==> src/rtl/fx3_slfifo_writer_if.sv <==
// FX3 slave-FIFO write-side bundle: GPIF pins plus the FWFT source FIFO port.
// master = the write controller, slave = the pin/FIFO side (or a testbench).
interface fx3_slfifo_writer_if #(
  parameter int DATA_W = 32
);
  logic              FLAGA;
  logic              FLAGB;
  logic [DATA_W-1:0] src_data;
  logic              src_avail;
  logic              src_empty;
  logic              src_rd;
  logic              SLCS;
  logic              SLWR;
  logic              SLOE;
  logic              PKTEND;
  logic              A1;
  logic              A0;
  logic [DATA_W-1:0] dq_out;
  logic              dq_oe;

  modport master (
    input  FLAGA, FLAGB, src_data, src_avail, src_empty,
    output src_rd, SLCS, SLWR, SLOE, PKTEND, A1, A0, dq_out, dq_oe
  );

  modport slave (
    output FLAGA, FLAGB, src_data, src_avail, src_empty,
    input  src_rd, SLCS, SLWR, SLOE, PKTEND, A1, A0, dq_out, dq_oe
  );
endinterface

==> src/rtl/fx3_slfifo_writer.sv <==
// FX3 synchronous slave-FIFO write controller. Drains an FWFT source FIFO
// into the FX3 write socket in fixed bursts gated by FLAGA / FLAGB.
// Optional macro FX3_WR_SHORT_PKT_EN adds a WAIT_RDY idle timer and a FLUSH
// state that empties a partial source and closes the packet with PKTEND.
module fx3_slfifo_writer #(
  parameter int         DATA_W    = 32,
  parameter int         BURST_LEN = 256,
  parameter logic [1:0] ADDR_WR   = 2'b00,
  parameter int         FLAG_LAT  = 3,
  parameter int         TIMEOUT   = 1024
) (
  input  logic                clk,
  input  logic                rst_n,
  input  logic                enable,
  fx3_slfifo_writer_if.master bus,
  output logic [31:0]         usb_wr_cnt,
  output logic [2:0]          usb_wr_state
);

  if (BURST_LEN < 4 || FLAG_LAT < 1 || TIMEOUT < 1) begin : g_bad_params
    $error("fx3_slfifo_writer: BURST_LEN >= 4, FLAG_LAT >= 1, TIMEOUT >= 1 required");
  end

  typedef enum logic [2:0] {
    IDLE     = 3'd0,
    ADDR     = 3'd1,
    WAIT_RDY = 3'd2,
    BURST    = 3'd3,
    TAIL     = 3'd4
`ifdef FX3_WR_SHORT_PKT_EN
    , FLUSH  = 3'd5
`endif
  } state_t;

  localparam int BCNT_W = $clog2(BURST_LEN + 1);
  localparam int LAT_W  = (FLAG_LAT > 1) ? $clog2(FLAG_LAT) : 1;
  localparam logic [BCNT_W-1:0] BURST_LAST = BCNT_W'(BURST_LEN);
  localparam logic [LAT_W-1:0]  LAT_LAST   = LAT_W'(FLAG_LAT - 1);

  state_t            state;
  logic [BCNT_W-1:0] burst_cnt;
  logic [LAT_W-1:0]  lat_cnt;
  logic              flagb_m;
  logic              flagb_s;

`ifdef FX3_WR_SHORT_PKT_EN
  localparam int TMR_W = $clog2(TIMEOUT + 1);
  localparam logic [TMR_W-1:0] TMR_LAST = TMR_W'(TIMEOUT);
  logic [TMR_W-1:0] timer;
`endif

  assign usb_wr_state = state;

  // Two-flop resynchronizer for the FX3 watermark flag.
  always_ff @(posedge clk or negedge rst_n) begin
    if (!rst_n) begin
      flagb_m <= 1'b1;
      flagb_s <= 1'b1;
    end else begin
      flagb_m <= bus.FLAGB;
      flagb_s <= flagb_m;
    end
  end

  // Write FSM with registered pin outputs. A write cycle registers SLWR=0,
  // src_rd=1 and the FWFT head together, so the popped word is on DQ in the
  // same cycle as its strobe. Strobes default high/low every cycle.
  always_ff @(posedge clk or negedge rst_n) begin
    if (!rst_n) begin
      state       <= IDLE;
      burst_cnt   <= '0;
      lat_cnt     <= '0;
      usb_wr_cnt  <= '0;
      bus.SLCS    <= 1'b1;
      bus.SLWR    <= 1'b1;
      bus.SLOE    <= 1'b1;
      bus.PKTEND  <= 1'b1;
      bus.A1      <= 1'b1;
      bus.A0      <= 1'b1;
      bus.dq_out  <= {DATA_W{1'b0}};
      bus.dq_oe   <= 1'b0;
      bus.src_rd  <= 1'b0;
`ifdef FX3_WR_SHORT_PKT_EN
      timer       <= '0;
`endif
    end else begin
      bus.SLWR   <= 1'b1;
      bus.src_rd <= 1'b0;
      bus.PKTEND <= 1'b1;
      bus.SLOE   <= 1'b1;
`ifdef FX3_WR_SHORT_PKT_EN
      timer      <= '0;
`endif
      case (state)
        IDLE: begin
          if (enable) begin
            state              <= ADDR;
            lat_cnt            <= '0;
            bus.SLCS           <= 1'b0;
            {bus.A1, bus.A0}   <= ADDR_WR;
            bus.dq_oe          <= 1'b1;
          end
        end
        ADDR: begin
          if (lat_cnt == LAT_LAST) state <= WAIT_RDY;
          else                     lat_cnt <= lat_cnt + 1'b1;
        end
        WAIT_RDY: begin
          if (!enable) begin
            state            <= IDLE;
            bus.SLCS         <= 1'b1;
            {bus.A1, bus.A0} <= 2'b11;
            bus.dq_oe        <= 1'b0;
            bus.dq_out       <= {DATA_W{1'b0}};
          end else if (bus.FLAGA && flagb_s && bus.src_avail) begin
            state       <= BURST;
            bus.SLWR    <= 1'b0;
            bus.src_rd  <= 1'b1;
            bus.dq_out  <= bus.src_data;
            usb_wr_cnt  <= usb_wr_cnt + 1'b1;
            burst_cnt   <= BCNT_W'(1);
          end
`ifdef FX3_WR_SHORT_PKT_EN
          else if (!bus.src_avail && !bus.src_empty) begin
            if (timer == TMR_LAST) begin
              if (bus.FLAGA) state <= FLUSH;
              else           timer <= timer;
            end else begin
              timer <= timer + 1'b1;
            end
          end
`endif
        end
        BURST: begin
          // Exit on full burst, watermark or source underrun; the exit cycle
          // never strobes, so a burst cut by FLAGB loses no popped word.
          if (burst_cnt == BURST_LAST || !flagb_s || bus.src_empty) begin
            state     <= TAIL;
            lat_cnt   <= '0;
            burst_cnt <= '0;
          end else begin
            bus.SLWR   <= 1'b0;
            bus.src_rd <= 1'b1;
            bus.dq_out <= bus.src_data;
            usb_wr_cnt <= usb_wr_cnt + 1'b1;
            burst_cnt  <= burst_cnt + 1'b1;
          end
        end
        TAIL: begin
          if (lat_cnt == LAT_LAST) state <= WAIT_RDY;
          else                     lat_cnt <= lat_cnt + 1'b1;
        end
`ifdef FX3_WR_SHORT_PKT_EN
        FLUSH: begin
          // The source only reports empty, not "one left", so the packet is
          // closed by a standalone PKTEND once the source runs dry.
          if (bus.src_empty) begin
            bus.PKTEND <= 1'b0;
            state      <= TAIL;
            lat_cnt    <= '0;
          end else if (!flagb_s) begin
            state   <= TAIL;
            lat_cnt <= '0;
          end else begin
            bus.SLWR   <= 1'b0;
            bus.src_rd <= 1'b1;
            bus.dq_out <= bus.src_data;
            usb_wr_cnt <= usb_wr_cnt + 1'b1;
          end
        end
`endif
        default: state <= IDLE;
      endcase
    end
  end

endmodule

==> src/flat_wrapper.sv <==
// flat-port wrapper written by rule: the top's interface ports become plain ports
module fx3_slfifo_writer_flat 
#(
  parameter int         DATA_W    = 32,
  parameter int         BURST_LEN = 256,
  parameter logic [1:0] ADDR_WR   = 2'b00,
  parameter int         FLAG_LAT  = 3,
  parameter int         TIMEOUT   = 1024
)
  (clk, rst_n, enable, usb_wr_cnt, usb_wr_state, bus_FLAGA, bus_FLAGB, bus_src_data, bus_src_avail, bus_src_empty, bus_src_rd, bus_SLCS, bus_SLWR, bus_SLOE, bus_PKTEND, bus_A1, bus_A0, bus_dq_out, bus_dq_oe);
  fx3_slfifo_writer_if #(.DATA_W(DATA_W)) bus_i ();
  input  logic clk;
  input  logic rst_n;
  input  logic enable;
  output logic [31:0] usb_wr_cnt;
  output logic [2:0] usb_wr_state;
  input wire logic [$bits(bus_i.FLAGA)-1:0] bus_FLAGA;
  input wire logic [$bits(bus_i.FLAGB)-1:0] bus_FLAGB;
  input wire logic [$bits(bus_i.src_data)-1:0] bus_src_data;
  input wire logic [$bits(bus_i.src_avail)-1:0] bus_src_avail;
  input wire logic [$bits(bus_i.src_empty)-1:0] bus_src_empty;
  output wire logic [$bits(bus_i.src_rd)-1:0] bus_src_rd;
  output wire logic [$bits(bus_i.SLCS)-1:0] bus_SLCS;
  output wire logic [$bits(bus_i.SLWR)-1:0] bus_SLWR;
  output wire logic [$bits(bus_i.SLOE)-1:0] bus_SLOE;
  output wire logic [$bits(bus_i.PKTEND)-1:0] bus_PKTEND;
  output wire logic [$bits(bus_i.A1)-1:0] bus_A1;
  output wire logic [$bits(bus_i.A0)-1:0] bus_A0;
  output wire logic [$bits(bus_i.dq_out)-1:0] bus_dq_out;
  output wire logic [$bits(bus_i.dq_oe)-1:0] bus_dq_oe;
  assign bus_i.FLAGA = bus_FLAGA;
  assign bus_i.FLAGB = bus_FLAGB;
  assign bus_i.src_data = bus_src_data;
  assign bus_i.src_avail = bus_src_avail;
  assign bus_i.src_empty = bus_src_empty;
  assign bus_src_rd = bus_i.src_rd;
  assign bus_SLCS = bus_i.SLCS;
  assign bus_SLWR = bus_i.SLWR;
  assign bus_SLOE = bus_i.SLOE;
  assign bus_PKTEND = bus_i.PKTEND;
  assign bus_A1 = bus_i.A1;
  assign bus_A0 = bus_i.A0;
  assign bus_dq_out = bus_i.dq_out;
  assign bus_dq_oe = bus_i.dq_oe;
  fx3_slfifo_writer #(.DATA_W(DATA_W), .BURST_LEN(BURST_LEN), .ADDR_WR(ADDR_WR), .FLAG_LAT(FLAG_LAT), .TIMEOUT(TIMEOUT)) u_core (.clk(clk), .rst_n(rst_n), .enable(enable), .bus(bus_i), .usb_wr_cnt(usb_wr_cnt), .usb_wr_state(usb_wr_state));
endmodule
==> config.mk <==
export PLATFORM = sky130hd
export DESIGN_NAME = fx3_slfifo_writer_flat
export DESIGN_NICKNAME = d
export VERILOG_FILES = /design/src/rtl/fx3_slfifo_writer_if.sv /design/src/rtl/fx3_slfifo_writer.sv /design/src/flat_wrapper.sv
export SDC_FILE = /design/constraint.sdc
export NUM_CORES = 1
export LEC_CHECK = 0
export CAP_MARGIN = 15
export CORE_MARGIN = 4
export CORE_UTILIZATION = 35
export DETAILED_ROUTE_END_ITERATION = 7
export MAX_ROUTING_LAYER = met4
export SYNTH_ARGS = -nofsm -noshare
export SYNTH_HDL_FRONTEND = slang
export SYNTH_SLANG_ARGS = --single-unit
==> constraint.sdc <==
create_clock -name clk -period 1.7 [get_ports clk]
set_input_delay 0.34 -clock clk [delete_from_list [all_inputs] [get_ports clk]]
set_output_delay 0.34 -clock clk [all_outputs]
set_load 0.01 [all_outputs]
======== Word-level counts from Yosys, hierarchy flattened ========
Cells that the tools add are included.
W data, S select, Z words.
operators by class
  add/sub/neg operators ................... 3
  eq/ne operators ......................... 15
  multiplexer cells ....................... 36
  reductions and logical operators ........ 16
operators by type and width
  kind                     count
  $mux W32                 6
  $pmux W32 S2             2
  $add A32 B1 Y32 const B  1
  $mux W9                  3
  $pmux W9 S2              1
  $mux W3                  5
  $pmux W3 S4              1
  $reduce_and A4 Y1        3
  $mux W1                  10
  $ne A2 B2 Y1 const B     5
  $add A9 B1 Y9 const B    1
  $eq A9 B9 Y1 const B     1
  $reduce_and A3 Y1        3
  $pmux W1 S2              4
  $eq A3 B2 Y1 const B     2
  $mux W2                  3
  $ne A2 B1 Y1 const B     3
  $pmux W2 S3              1
  $reduce_bool A2 Y1       2
  $eq A3 B1 Y1 const B     1
  $eq A3 B3 Y1 const B     1
  $logic_not A3 Y1         1
  $ne A3 B2 Y1 const B     1
  $reduce_bool A3 Y1       1
  other kinds (6)          8
storage, ports and cells
  register bits ........................... 84
  input bits .............................. 39
  output and inout port bits .............. 75
  word-level logic and storage cells ...... 81

======== Logic depth before layout (Yosys ltp) ========
  depth in word-level cells ............... 5
  depth in mapped cells ................... 8

======== Least setup slack after synthesis ========
Ideal clock, no wire load.
  path kind ............................... reg2reg
  start point ............................. register u_core.state[2], in the netlist u_core.usb_wr_state[2]
  end point ............................... register u_core.usb_wr_cnt[22]
  library setup time ...................... 0.125 ns
  data arrival time ....................... 1.652 ns
  required time ........................... 1.575 ns
  path slack .............................. -0.077 ns
  stages on the path, launching flop included .. 8
  path buffers ............................ 2
  clock period less this slack ............ 1.777 ns
  cell sequence ........................... dfrtp_1 -> buf_6 -> nand3b_4 -> a211oi_2 -> buf_4 -> o2111a_2 -> nand4_1 -> xnor2_1
on the way
  longest elaborated chain between the ends .. 3
  elaborated cells on any way between the ends .. 8
  those cells by class .................... eq/ne (5); mux (1); reduce/logical (2)
RTL lines
  item                                                   RTL line                  source
  start: declaration                                     fx3_slfifo_writer.sv:40   state_t state;
  start signal: assignment                               fx3_slfifo_writer.sv:70   state <= IDLE;
  start signal: assignment                               fx3_slfifo_writer.sv:97   state <= ADDR;
  start signal: assignment                               fx3_slfifo_writer.sv:105  if (lat_cnt == LAT_LAST) state <= WAIT_RDY;
  $eq A3 B2 Y1                                           fx3_slfifo_writer.sv:94   case (state)
  $ne A2 B2 Y1 (no source line) (tied with other cells)  --
  $reduce_and A4 Y1 (no source line)                     --
  end signal: assignment                                 fx3_slfifo_writer.sv:120  usb_wr_cnt <= usb_wr_cnt + 1'b1;
  end signal: assignment                                 fx3_slfifo_writer.sv:145  usb_wr_cnt <= usb_wr_cnt + 1'b1;
  end: declaration                                       fx3_slfifo_writer.sv:16   output logic [31:0] usb_wr_cnt,
Parallel ways exist; a longest one is shown, timed or not.
A chain may end at the register's enable or synchronous reset.

======== Worst setup path in the final report ========
  start point ............................. register u_core.burst_cnt[0]
  end point ............................... register u_core.usb_wr_cnt[30]
on the way
  longest elaborated chain between the ends .. 5
RTL lines
  item                                RTL line                  source
  start: declaration                  fx3_slfifo_writer.sv:41   logic [BCNT_W-1:0] burst_cnt;
  start signal: assignment            fx3_slfifo_writer.sv:146  burst_cnt <= burst_cnt + 1'b1;
  $eq A9 B9 Y1                        fx3_slfifo_writer.sv:137  if (burst_cnt == BURST_LAST || !flagb_s || bus.src_empty) begin
  $logic_or A1 B1 Y1 (2 in series)    fx3_slfifo_writer.sv:137
  $ne A2 B2 Y1 (no source line)       --
  $reduce_and A4 Y1 (no source line)  --
No other way between the ends.

==> results.cfg <==
[sta]
fin_crit_sh = 1.10
slew_violations = 0
fin_skew_ps = 15.2
worstMarginPinSlew_ps = 543
hold_viol_final = 0
period_minus_slack_ps = 1880
slew_headroom = 0.635
clock.fmax_ghz = 0.533
setup_viol_count_final = 67
setup_ws_ps = -177
rsz0062_at_grt = yes

[cts]
h-tree-depth = 3
numCtsBuffers = 9
cts_tree = done
clkLatencyLatePin_ps = 350
clk_path_buf_depth = 2
cts.clk_slew.worst_paths_ps = 100
numClockSinks = 84
cts-root-buf = clkbuf_8

[setup_path]
worstSetupPathType = flip-flop to flip-flop
slowest_stage = dfrtp_1
cp.depth = 9
crit_arrival_ps = 2110
path_max_fanout = 6
regToRegStartpoint = u_core.burst_cnt[0]$_DFFE_PN0P_
crit_buf_inv = 3
required_ps = 1930
crit_chain = inv_2 -> ha_4 -> nor4b_4 -> buf_4 -> a211oi_2 -> buf_6 -> o2111a_2 -> nand4_1 -> xnor2_1
worstRegToRegCells = 9
r2r_slack_ps = -180
crit_path_start = u_core.burst_cnt[0]$_DFFE_PN0P_
critPathLaunchType = flip-flop
crit_family = compound AO/OA/AOI/OAI gates
slowest_delay_ps = 380
endpoint_kind = flip-flop
rr_endpoint = u_core.usb_wr_cnt[30]$_DFFE_PN0P_

[layout]
diodes = 0
drive_gt1_frac = 0.266
area_delta_synth_final_pct = 62.3
nNetsFinal = 613
fin_util = 0.580

[route]
drt_pass1_iterations = 4
drt-wirelength-per-cell_microns = 14.5
viasPerCell = 4.84
finalWirelength_mm = 10.4
vias = 3463
drc = 0
drtAntennaViolNets = 0
drt_iter0_markers = 117

[floorplanning]
fp.dieW_microns = 113
rows = 38
pin_count = 114
fp.dieH_microns = 113
core_region_area_sq_um = 10800
start_util = 0.358
die_area_sq_um = 12800

[place]
place_congestion = 0.871
place_ws_ps = -368
port_buffers = 111
dpl.hpwl_mm = 7.22

[hold_path]
hold_depth = 0
holdCritStartpoint = u_core.flagb_m$_DFF_PN1_
hp-class = flip-flop to flip-flop
worstHoldEndpoint = u_core.flagb_s$_DFF_PN1_

[synthesis]
syn-instance-count = 384
synth_top_area_cell = dfrtp_1
synth_mux_area_frac = 0.00292
ys_ff_latch = 84
synth.area.top_cells = dfrtp_1, nand2_1, xnor2_1, o21ai_0, dfstp_2
synth_fa_ha_area_frac = 0.0130
yosysUniqueCellTypes = 48
synth_ff_type = dfrtp_1
synth_top_area_share = 0.519
syn-cell-area_sq_um = 3860
synth_xor_area_frac = 0.0772
synth_top_family_by_area = simple AND/OR/NAND/NOR gates
ys_seq_area_frac = 0.546
syn_avg_cell_area_sq_um = 10.0
yosysWarnings = 0
synth_compound_area_frac = 0.115
yosys.area_share.simple = 0.208
synthArstFlopShare = 1.00
synth_edf_count = 0

[power]
leakage_nw = 3.16
power.density_nw_per_um2 = 1230
ir_drop_mv = 0.610

[grt]
grt_pass1_vias = 3460
grtUsageTotal = 0.167
gr-total-overflow = 0
grt_antenna_before_repair = 0
grt_pass1_wl_mm = 17.0
grt_start_max_net_pins = 34

[outcome]
status = complete, but fails checks
violations = setup timing

[run]
cap_viol_max_count = 0
-- report_power, final --
group          switching (W)  internal (W)  total [W]
clock               0.000773      0.000694    0.00147
sequential          0.000270       0.00245    0.00272
combinational        0.00156       0.00195    0.00351
-- per-layer routing --
metal  vias up  track usage  wire (microns)
li1       1680            -               -
met1      1682        0.222            4670
met2        95        0.264            5110
met3         6       0.0406             517
met4         0       0.0313              70
met5         -            -               0
-- how the worst max path moves through the flow --
stage                                   endpoint  slack, ps
6_report       u_core.usb_wr_cnt[30]$_DFFE_PN0P_       -180
5_1_grt        u_core.usb_wr_cnt[30]$_DFFE_PN0P_       -270
4_1_cts        u_core.usb_wr_cnt[27]$_DFFE_PN0P_       -170
3_5_place_dp   u_core.usb_wr_cnt[30]$_DFFE_PN0P_       -370
3_3_place_gp   u_core.usb_wr_cnt[30]$_DFFE_PN0P_       -380
2_1_floorplan  u_core.usb_wr_cnt[30]$_DFFE_PN0P_        -10
-- layout make-up --
type,count,area (sq um)
fillers,925,4530
flip-flops and latches,84,2110
repair buffers,193,1890
multi-input cells,273,1850
well taps,140,175
clock buffers,10,128
clock inverters,6,70.1
inverters,9,36.3
-- repair_timing --
| item | in CTS | in global routing |
|---|---|---|
| pin swaps | 25 | 18 |
| hold endpoints to repair | 22 | 0 |
| gates cloned | 2 | 1 |
| setup buffers | 19 | 12 |
| endpoints found under the setup margin | 91 | 94 |
| resized for setup | 54 | 45 |
| hold buffers | 1 | 0 |
-- layout by cell type, fill, tap and decap left out, drive strengths merged, types with 2 or more instances in the layout --
| cell | count |
|---|---|
| a21oi | 7 |
| a31oi | 3 |
| a32o | 2 |
| and2 | 4 |
| and3 | 11 |
| and4 | 4 |
| buf | 81 |
| clkbuf | 10 |
| clkdlybuf4s50 | 81 |
| clkinv | 3 |
| conb | 2 |
| dfrtp | 80 |
| dfstp | 4 |
| dlygate4sd2 | 17 |
| dlymetal6s2s | 12 |
| ha | 4 |
| inv | 11 |
| nand2 | 87 |
| nand2b | 3 |
| nand3 | 13 |
| nand4 | 10 |
| nor2 | 14 |
| nor3 | 8 |
| nor4b | 2 |
| o2111a | 2 |
| o21ai | 47 |
| xnor2 | 23 |
| xor2 | 11 |
-- cell families (layout without fill, tap and decap cells) --
group / after synthesis / in the layout
other: 1 / 2
AND/OR/NAND/NOR: 160 / 160
buffers and inverters: 28 / 218
multiplexers: 1 / 1
AO/OA/AOI/OAI: 72 / 72
flip-flops: 84 / 84
XOR/XNOR: 34 / 34
adder cells (fa/ha/maj): 4 / 4
-- registers in the layout, indices dropped and copies added (netlist names) --
signal and count:
u_core.bus.dq_out 32, u_core.usb_wr_cnt 32, u_core.burst_cnt 9, u_core.usb_wr_state 3, u_core.lat_cnt 2, u_core.bus.A1 1, u_core.bus.SLWR 1, u_core.bus.dq_oe 1
u_core.bus.src_rd 1, u_core.flagb_m 1, u_core.flagb_s 1
-- synth_stat cells (5+ instances only) --
cell type,number
buf_4,5
inv_1,8
xnor2_1,23
nand4_1,10
buf_2,9
o21ai_1,12
nor2_1,13
a21oi_1,7
and3_1,11
nor3_1,7
nand2_1,87
nand3_1,13
dfrtp_1,80
o21ai_0,33
xor2_1,11
-- stage by stage --
step,hold slack (ps),instances,power [W],area (sq um),setup TNS (ps)
CTS,363,703,0.00758,6010,-6590
global placement,265,666,0.00558,5500,-17510
detailed placement,262,666,0.00566,5500,-17360
floorplan,44.4,385,0.00411,3890,-33.0
global route,365,715,0.00820,6260,-15280
finish,363,715,0.00769,6260,-5870
Power figures use the tool's default switching activity.
